[config.mk]
export PLATFORM = sky130hd
export DESIGN_NAME = ahb_arbiter
export DESIGN_NICKNAME = d
export VERILOG_FILES = /design/src/rtl/ahb_arbiter_pkg.sv /design/src/rtl/ahb_arbiter_rr_picker.sv /design/src/rtl/ahb_arbiter.sv
export SDC_FILE = /design/constraint.sdc
export NUM_CORES = 1
export LEC_CHECK = 0
export ABC_AREA = 1
export BUFFER_PORTS_ARGS = -buffer_cell sky130_fd_sc_hd__buf_2
export CELL_PAD_IN_SITES_DETAIL_PLACEMENT = 2
export CELL_PAD_IN_SITES_GLOBAL_PLACEMENT = 2
export CORE_UTILIZATION = 28
export CTS_CLUSTER_SIZE = 16
export DETAILED_ROUTE_END_ITERATION = 8
export HOLD_SLACK_MARGIN = 0.08
export PLACE_DENSITY_LB_ADDON = 0.1
export SYNTH_ARGS = -nofsm -noshare
export SYNTH_HDL_FRONTEND = slang
export SYNTH_SLANG_ARGS = --single-unit
[constraint.sdc]
create_clock -name hclk -period 7.9 [get_ports hclk]
set_input_delay 1.58 -clock hclk [delete_from_list [all_inputs] [get_ports hclk]]
set_output_delay 1.58 -clock hclk [all_outputs]
set_load 0.02 [all_outputs]
[src/rtl/ahb_arbiter_pkg.sv]
// rtl/ahb_arbiter_pkg.sv - AHB arbiter shared types, beat-count constants and burst helper
package ahb_arbiter_pkg;

    typedef enum logic [1:0] {
        HTRANS_IDLE   = 2'b00,
        HTRANS_BUSY   = 2'b01,
        HTRANS_NONSEQ = 2'b10,
        HTRANS_SEQ    = 2'b11
    } htrans_t;

    typedef enum logic [2:0] {
        HBURST_SINGLE = 3'b000,
        HBURST_INCR   = 3'b001,
        HBURST_WRAP4  = 3'b010,
        HBURST_INCR4  = 3'b011,
        HBURST_WRAP8  = 3'b100,
        HBURST_INCR8  = 3'b101,
        HBURST_WRAP16 = 3'b110,
        HBURST_INCR16 = 3'b111
    } hburst_t;

    typedef enum logic [1:0] {
        HRESP_OKAY  = 2'b00,
        HRESP_ERROR = 2'b01,
        HRESP_RETRY = 2'b10,
        HRESP_SPLIT = 2'b11
    } hresp_t;

    typedef enum logic [1:0] {
        ARB_OPEN   = 2'b00,
        ARB_BURST  = 2'b01,
        ARB_LOCKED = 2'b10
    } arb_state_t;

    // Beats remaining after the NONSEQ beat of a fixed-length burst
    localparam logic [3:0] BEATS4_CNT  = 4'd3;
    localparam logic [3:0] BEATS8_CNT  = 4'd7;
    localparam logic [3:0] BEATS16_CNT = 4'd15;

    // Zero means the burst has no fixed length and never holds the grant
    function automatic logic [3:0] burst_init_cnt(input hburst_t b);
        case (b)
            HBURST_WRAP4,  HBURST_INCR4:  return BEATS4_CNT;
            HBURST_WRAP8,  HBURST_INCR8:  return BEATS8_CNT;
            HBURST_WRAP16, HBURST_INCR16: return BEATS16_CNT;
            default:                      return 4'd0;
        endcase
    endfunction

endpackage

[src/rtl/ahb_arbiter_rr_picker.sv]
// rtl/ahb_arbiter_rr_picker.sv - combinational round-robin picker, search starts after rr_ptr and wraps
module ahb_rr_picker #(
    parameter int N = 11,
    parameter int W = 4
) (
    input  logic [N-1:0] req_i,
    input  logic [W-1:0] rr_ptr_i,
    output logic [N-1:0] grant_oh_o,
    output logic [W-1:0] grant_idx_o,
    output logic         valid_o
);

    logic [W:0]   sum;
    logic [W-1:0] idx;

    // The pointer itself is visited last, so a requesting owner only keeps the bus when nobody else asks
    always_comb begin
        grant_oh_o  = '0;
        grant_idx_o = '0;
        valid_o     = 1'b0;
        sum         = '0;
        idx         = '0;
        for (int k = 1; k <= N; k++) begin
            sum = {1'b0, rr_ptr_i} + (W+1)'(k);
            if (sum >= (W+1)'(N)) begin
                sum = sum - (W+1)'(N);
            end
            idx = sum[W-1:0];
            if (!valid_o && req_i[idx]) begin
                valid_o          = 1'b1;
                grant_idx_o      = idx;
                grant_oh_o[idx]  = 1'b1;
            end
        end
    end

endmodule

[src/rtl/ahb_arbiter.sv]
// rtl/ahb_arbiter.sv - AHB split-capable round-robin bus arbiter with burst, lock and split tracking
module ahb_arbiter
    import ahb_arbiter_pkg::*;
#(
    parameter int NUM_MASTERS    = 11,
    parameter int DEFAULT_MASTER = 0,
    parameter int MASTER_W       = 4
) (
    input  logic                   hclk,
    input  logic                   hreset,
    input  logic [NUM_MASTERS-1:0] busreq,
    input  logic [NUM_MASTERS-1:0] hlock,
    input  logic [1:0]             htrans,
    input  logic [2:0]             hburst,
    input  logic                   hready,
    input  logic [1:0]             hresp,
    input  logic [NUM_MASTERS-1:0] hsplit,
    output logic [NUM_MASTERS-1:0] hgrant,
    output logic [MASTER_W-1:0]    hmaster,
    output logic                   hmastlock
);

    localparam logic [MASTER_W-1:0]    DEF_IDX = MASTER_W'(DEFAULT_MASTER);
    localparam logic [NUM_MASTERS-1:0] DEF_OH  = NUM_MASTERS'(1) << DEFAULT_MASTER;

    arb_state_t             state_q,      state_d;
    logic [3:0]             burst_cnt_q,  burst_cnt_d;
    logic [NUM_MASTERS-1:0] split_mask_q, split_mask_d;
    logic [MASTER_W-1:0]    rr_ptr_q,     rr_ptr_d;
    logic [MASTER_W-1:0]    grant_idx_q,  grant_idx_d;
    logic [NUM_MASTERS-1:0] hgrant_q,     hgrant_d;
    logic [MASTER_W-1:0]    hmaster_q,    hmaster_d;
    logic                   hmastlock_q,  hmastlock_d;
    logic                   resp_busy_q,  resp_busy_d;

    htrans_t                trans;
    hburst_t                burst;
    hresp_t                 resp;
    logic                   resp_first;
    logic [NUM_MASTERS-1:0] split_set;
    logic [NUM_MASTERS-1:0] eligible;
    logic [NUM_MASTERS-1:0] pick_oh;
    logic [MASTER_W-1:0]    pick_idx;
    logic                   pick_valid;
    logic                   arb_en;
    logic                   lock_req;
    logic [3:0]             init_cnt;

    assign trans    = htrans_t'(htrans);
    assign burst    = hburst_t'(hburst);
    assign resp     = hresp_t'(hresp);
    assign init_cnt = burst_init_cnt(burst);
    assign lock_req = hlock[grant_idx_q];

    // Only the first cycle of a two-cycle response acts; resp_busy_q marks the second
    always_comb begin
        resp_first  = !hready && (resp != HRESP_OKAY) && !resp_busy_q;
        resp_busy_d = !hready && (resp != HRESP_OKAY);
        split_set   = '0;
        if (resp_first && (resp == HRESP_SPLIT) && (hmaster_q != DEF_IDX)) begin
            split_set[hmaster_q] = 1'b1;
        end
        split_mask_d = (split_mask_q & ~hsplit) | split_set;
        eligible     = busreq & ~(split_mask_q | split_set);
    end

    ahb_rr_picker #(
        .N (NUM_MASTERS),
        .W (MASTER_W)
    ) u_picker (
        .req_i       (eligible),
        .rr_ptr_i    (rr_ptr_q),
        .grant_oh_o  (pick_oh),
        .grant_idx_o (pick_idx),
        .valid_o     (pick_valid)
    );

    always_comb begin
        state_d     = state_q;
        burst_cnt_d = burst_cnt_q;
        arb_en      = 1'b0;
        case (state_q)
            ARB_OPEN: begin
                if (lock_req) begin
                    state_d = ARB_LOCKED;
                end else if (hready && (trans == HTRANS_NONSEQ) && (init_cnt != 4'd0)) begin
                    state_d     = ARB_BURST;
                    burst_cnt_d = init_cnt;
                end else begin
                    arb_en = 1'b1;
                end
            end
            ARB_BURST: begin
                if (hready) begin
                    if (trans == HTRANS_SEQ) begin
                        if (burst_cnt_q <= 4'd1) begin
                            state_d     = ARB_OPEN;
                            burst_cnt_d = 4'd0;
                            arb_en      = 1'b1;
                        end else begin
                            burst_cnt_d = burst_cnt_q - 4'd1;
                        end
                    end else if (trans != HTRANS_BUSY) begin
                        state_d     = ARB_OPEN;
                        burst_cnt_d = 4'd0;
                        arb_en      = 1'b1;
                    end
                end
            end
            ARB_LOCKED: begin
                // Final address of the locked sequence still belongs to the locked master
                if (!lock_req && hready) begin
                    state_d = ARB_OPEN;
                end
            end
            default: begin
                state_d     = ARB_OPEN;
                burst_cnt_d = 4'd0;
            end
        endcase
        if (resp_first && ((resp == HRESP_RETRY) || (resp == HRESP_SPLIT))) begin
            state_d     = ARB_OPEN;
            burst_cnt_d = 4'd0;
            arb_en      = 1'b1;
        end
    end

    always_comb begin
        grant_idx_d = grant_idx_q;
        hgrant_d    = hgrant_q;
        rr_ptr_d    = rr_ptr_q;
        if (arb_en) begin
            grant_idx_d = pick_valid ? pick_idx : DEF_IDX;
            hgrant_d    = pick_valid ? pick_oh  : DEF_OH;
            if (grant_idx_d != grant_idx_q) begin
                rr_ptr_d = grant_idx_d;
            end
        end
        hmaster_d   = hready ? grant_idx_q        : hmaster_q;
        hmastlock_d = hready ? hlock[grant_idx_q] : hmastlock_q;
    end

    always_ff @(posedge hclk) begin
        if (hreset) begin
            state_q      <= ARB_OPEN;
            burst_cnt_q  <= 4'd0;
            split_mask_q <= '0;
            rr_ptr_q     <= '0;
            grant_idx_q  <= DEF_IDX;
            hgrant_q     <= DEF_OH;
            hmaster_q    <= DEF_IDX;
            hmastlock_q  <= 1'b0;
            resp_busy_q  <= 1'b0;
        end else begin
            state_q      <= state_d;
            burst_cnt_q  <= burst_cnt_d;
            split_mask_q <= split_mask_d;
            rr_ptr_q     <= rr_ptr_d;
            grant_idx_q  <= grant_idx_d;
            hgrant_q     <= hgrant_d;
            hmaster_q    <= hmaster_d;
            hmastlock_q  <= hmastlock_d;
            resp_busy_q  <= resp_busy_d;
        end
    end

    assign hgrant    = hgrant_q;
    assign hmaster   = hmaster_q;
    assign hmastlock = hmastlock_q;

endmodule

# After elaboration in Yosys (flattened, before gate mapping)
# Index checks and enable logic that the tools add are counted.
# Widths: inputs -> output; s select.
# word_totals
word_cells	281
register_bits	42
# op_classes
bitwise_logic	17
magnitude_cmp	37
addsub	23
eq_ne	21
mux	119
reduce_logical	55
# ops
operator	count
$mux 11	13
$or 11x11->11	12
$mux 4	29
$lt 4x5->1 const B	13
$ge 5x4->1 const B	11
$bmux 1 s4	12
$demux 1 s4	12
$ge 4x1->1 const B	12
$sub 4x4->4 const B	11
$mux 1	42
$logic_and 1x1->1	30
$pmux 4 s3	2
$and 11x11->11	2
$not 11->11	2
$add 4x3->5 const B	4
$add 4x4->5 const B	4
$mux 2	7
$logic_not 1->1	13
$eq 3x3->1 const B	4
$add 4x2->5 const B	2
$eq 2x2->1 const B	5
$reduce_and 5->1	2
$ne 3x3->1 const B	3
$ne 2x2->1 const B	4
other kinds (16)	21

# Depth between registers and ports, before layout
# logic_depth
depth_word	45
mapped_depth	34
ltp_nobuf	33

# Modules after synthesis
# From an unflattened synthesis, not the netlist that was laid out.
# hier_totals
cells_unflattened	1351
hier_area_um2	7134.3
# modules_own_cells
mod	area_per_inst_um2	n_inst	cells_each	seq_area_each_um2
ahb_rr_picker	4909.7	1	1012	0.0
ahb_arbiter	2224.6	1	339	840.8

# Least setup slack after synthesis
# No wires, ideal clock.
# synth_path
path_type	input port to flip-flop
start	input port hready
end	register rr_ptr_q[1]
required_time_ns	7.784
t_arrival_ns	4.104
setup_ns	0.116
n_path_buf	1
stages	24
slack_ns	3.680
cell_sequence	inv_2 nand3_2 nor2_4 nand3_1 nand2_1 buf_2 nor2_1 o21ai_1 nand2_1 nand2_1 nand2_1 nor2_4 nand3_4 nor2_8 nand4_4 nor2_4 nand4_4 or2_1 nand3_1 nand2_1 nor2_2 nand3_2 a21oi_1 nor2_1
# synth_between
elab_chain_cells	45
word_cells_on_any_way	84
classes_between	eq/ne (1); mux (51); bitwise (3); reduce/logical (29)
# synth_rtl
item	line_no	source
start: declaration	ahb_arbiter.sv:15	input logic hready,
$logic_not 1->1	ahb_arbiter.sv:57	resp_first = !hready && (resp != HRESP_OKAY) && !resp_busy_q;
$logic_and 1x1->1 (2 in series)	ahb_arbiter.sv:57	
$logic_and 1x1->1 (2 in series)	ahb_arbiter.sv:60	if (resp_first && (resp == HRESP_SPLIT) && (hmaster_q != DEF_IDX)) begin
$mux 11	ahb_arbiter.sv:60	
$or 11x11->11	ahb_arbiter.sv:64	eligible = busreq & ~(split_mask_q | split_set);
$not 11->11	ahb_arbiter.sv:64	
$and 11x11->11	ahb_arbiter.sv:64	
$bmux 1 s4	ahb_arbiter_rr_picker.sv:29	if (!valid_o && req_i[idx]) begin
(+27 left out)	n/a	
$logic_and 1x1->1	ahb_arbiter_rr_picker.sv:29	
$mux 1	ahb_arbiter_rr_picker.sv:29	
$logic_not 1->1	ahb_arbiter_rr_picker.sv:29	
$logic_and 1x1->1	ahb_arbiter_rr_picker.sv:29	
$mux 4 or $mux 1 (tied branches)	ahb_arbiter_rr_picker.sv:29	
$mux 4	ahb_arbiter.sv:133	grant_idx_d = pick_valid ? pick_idx : DEF_IDX;
$ne 4x4->1	ahb_arbiter.sv:135	if (grant_idx_d != grant_idx_q) begin
$reduce_and 2->1 (no line)	n/a	
end signal: assignment	ahb_arbiter.sv:158	rr_ptr_q <= rr_ptr_d;
end: declaration	ahb_arbiter.sv:29	logic [MASTER_W-1:0] rr_ptr_q, rr_ptr_d;
# Several ways; a longest one is shown, not always the timed one. The select of a mux whose other input is x is not followed.
# A chain may end at the register's enable or synchronous reset.

# Worst setup path after layout
# layout_path
start	register rr_ptr_q[1]
end	register rr_ptr_q[3]
# layout_between
elab_chain_cells	39
word_cells_on_any_way	111
classes_between	add/sub (22); order compare (11); eq/ne (1); mux (56); reduce/logical (21)
# layout_rtl
item	line_no	source
$add 4x1->5	ahb_arbiter_rr_picker.sv:24	sum = {1'b0, rr_ptr_i} + (W+1)'(k);
$sub 4x4->4 or $ge 5x4->1 (tied branches)	ahb_arbiter_rr_picker.sv:26, ahb_arbiter_rr_picker.sv:25	
$mux 4	ahb_arbiter_rr_picker.sv:25	if (sum >= (W+1)'(N)) begin
$bmux 1 s4	ahb_arbiter_rr_picker.sv:29	
$mux 1 (implied by the code)	ahb_arbiter_rr_picker.sv:29	
$mux 1	ahb_arbiter_rr_picker.sv:29	
$logic_not 1->1	ahb_arbiter_rr_picker.sv:29	
$logic_and 1x1->1	ahb_arbiter_rr_picker.sv:29	
(+23 left out)	n/a	
$logic_and 1x1->1	ahb_arbiter_rr_picker.sv:29	
$mux 1	ahb_arbiter_rr_picker.sv:29	
$logic_not 1->1	ahb_arbiter_rr_picker.sv:29	
$logic_and 1x1->1	ahb_arbiter_rr_picker.sv:29	
$mux 4 or $mux 1 (tied branches)	ahb_arbiter_rr_picker.sv:29	
$mux 4 *	ahb_arbiter.sv:133	
$ne 4x4->1	ahb_arbiter.sv:135	
$reduce_and 2->1 (no line)	n/a	
# Mark *: on every way between the ends. The rest lies on a longest branch, timed or not. The select of a mux whose other input is x is not followed.

==> metrics.yaml <==
slew_headroom: 0.3200
finalSetupViolCount: 0
cp_common_cell: "nand2_1"
drc: 0
final_layout_size_suffix_gt1_frac: 0.1318
clkLatencyLatePin_ns: 0.30
critPathSlowestCell: "ha_1"
rows: 55
ys.flop_type: "dfxtp_1"
fmax_mhz: 170.6
overflow: 0
fillers: 2968
dp_cells: 1529
synth_cell_types: 48
cts_buffers: 5
stdcell_count: 1537
dp_slack_ns: 2.002
worst-setup-path-type: "flop to flop"
start_util: 0.2863
routed_via_density: 5.331
synth_top_area_share: 0.2356
ant_nets: 0
synth-edff-count: 0
slowest_delay_ns: 0.86
detailed_place.area_um2: 7042
cts_setup_buffers: 0
critPathLaunch: "rr_ptr_q[1]$_SDFFE_PP0P_"
hold_violations: 0
clkSlewWorstSetupHoldPaths_ns: 0.07
required_ns: 8.09
vias: 8194
htreeDepth: 2
crit_path_end_kind: "flop"
dieArea_um2: 23830
syn_to_final_growth_pct: 10.64
finalCritPeriodShare: 0.7419
yosysMostFrequentCell: "nand2_1"
diodes: 0
rsz0062_at_grt: "false"
worstMarginPinSlew_ns: 1.017
slew_viol_final: 0
fin_tns_setup_ns: 0
min_period_ns: 5.861
postSynthAreaPerCell_um2: 5.391
grt_pass1_vias: 8607
ys_ff_latch: 42
synthArstFlopShare: 0
timing.final.ws_setup_ns: 2.039
fin_nets: 1312
worstHoldStart: "split_mask_q[0]$_SDFF_PP0_"
worstSetupStartpointType: "flop"
dpl.hpwl_mm: 25.54
ios: 59
drt-total-wl_mm: 30.83
hold_class: "flop to flop"
cts_tree: "built"
dr.pass1.iters: 4
status: "finished, final reports clean"
critical_path_arrival_ns: 6.05
max_cap_violations: 0
syn_inst: 1206
cts_buffer_depth: 2
timing.rr.start: "rr_ptr_q[1]$_SDFFE_PP0P_"
antenna_found_initial: 0
grt_max_degree: 27
synth_area_um2: 6501
ys_warn_count: 0
drt_iter0_drc: 315
critPathMaxFanout: 17
synth_top_cell_by_area: "nand2_1"
cts-root-buf: "clkbuf_16"
die_w_um: 154.4
coreArea_um2: 22710
hold_buffers: 0
gp_congestion: 0.8977
gr-usage-all-layers: 0.2649
yosys-top-cells-area: "nand2_1 24%, dfxtp_1 13%, nand3_1 10%, inv_1 7.7%, nor2_1 7.7%"
cts_resized: 0
syn_nets: 1267
clock_skew_ns: 0.008695
yosys-top-cells-count: "408 x nand2_1, 135 x nand3_1, 134 x inv_1, 134 x nor2_1, 65 x a21oi_1"
wl_per_cell_um: 20.06
portBuffers: 57
design_area_um2: 7193
cts_sinks: 42
ys_seq_area_frac: 0.1293
grt_pass1_wl_mm: 48.76
die_h_um: 154.4
==> area by class of cell <==
| class | count | area (um^2) | share of cell area |
|---|---|---|---|
| flip-flops and latches | 42 | 840.8 | 0.1169 |
| clock buffers | 5 | 125.1 | 0.01739 |
| inverters | 153 | 581.8 | 0.08088 |
| multi-input cells | 989 | 4955 | 0.6888 |
| well taps | 285 | 356.6 | 0.04957 |
| clock inverters | 3 | 26.28 | 0.003653 |
| repair buffers | 60 | 307.8 | 0.04279 |
==> layer usage <==
metal | part of all wire | vias up | track usage
li1 | - | 4006 | -
met1 | 0.46 | 4002 | 0.3405
met5 | 0 | - | 0
met3 | 0.026 | 46 | 0.01625
met4 | 0.026 | 0 | 0.07685
met2 | 0.49 | 140 | 0.4749
==> worst max-delay path, delay by kind of cell (launching register included) <==
kind / cells / cell delay (ns)
fa+ha+maj: 1 / 0.86
flops: 1 / 0.67
simple gates: 23 / 3.08
buf+inv: 3 / 0.88
compound gates: 2 / 0.24
==> metrics by stage <==
step           utilization  hold WS [ns]
2_1_floorplan            -        0.4145
3_3_place_gp        0.3101        0.4253
3_5_place_dp        0.3101        0.4342
4_1_cts             0.3167        0.4482
5_1_grt             0.3167        0.4899
6_report            0.3167        0.4438
==> sequential cells by signal, summed over array words and instances, names as in the netlist <==
| signal | flops |
|---|---|
| state_q | 2 |
| rr_ptr_q | 4 |
| burst_cnt_q | 4 |
| hgrant | 11 |
| hmastlock | 1 |
| split_mask_q | 11 |
| grant_idx_q | 4 |
| hmaster | 4 |
| resp_busy_q | 1 |
==> path summary, 6_finish.rpt <==
check	endpoint	slack [ns]	cells past startpoint
worst min register to register	split_mask_q[0]$_SDFF_PP0_	0.44	2
worst max register to register	rr_ptr_q[3]$_SDFFE_PP0P_	2.04	29
worst min-delay path	split_mask_q[0]$_SDFF_PP0_	0.44	2
worst max-delay path	rr_ptr_q[3]$_SDFFE_PP0P_	2.04	29
==> cell families (layout without fill, tap and decap cells) <==
kind of cell,Yosys count,count (layout),share of synthesized area
AOI/OAI and AO/OA,174,174,0.1578
DFF,42,42,0.1293
buffers and inverters,175,221,0.1085
xor gates and xnor gates,14,14,0.02233
and+or+nand+nor,783,783,0.5473
adders and majority gates,18,18,0.03464
==> cell usage in the layout, fill, tap and decap left out, drive strengths merged <==
cell	netlist	routed
o221a	1	1
nand3b	4	4
xnor2	4	4
a31oi	10	10
inv	151	154
nor2	154	154
clkinv	2	2
nand3	149	149
buf	14	60
dfxtp	42	42
a21oi	65	65
nand2	434	434
o21ai	73	73
nand4	30	30
o2111ai	9	9
a22oi	1	1
a21o	2	2
clkbuf	8	5
o211ai	5	5
a221oi	3	3
o22ai	1	1
a211oi	2	2
ha	18	18
nor3	6	6
o221ai	2	2
xor2	10	10
or2	6	6
Power is not shown: default switching activity piles up to over one toggle a cycle in this logic, so the estimate is an artifact.
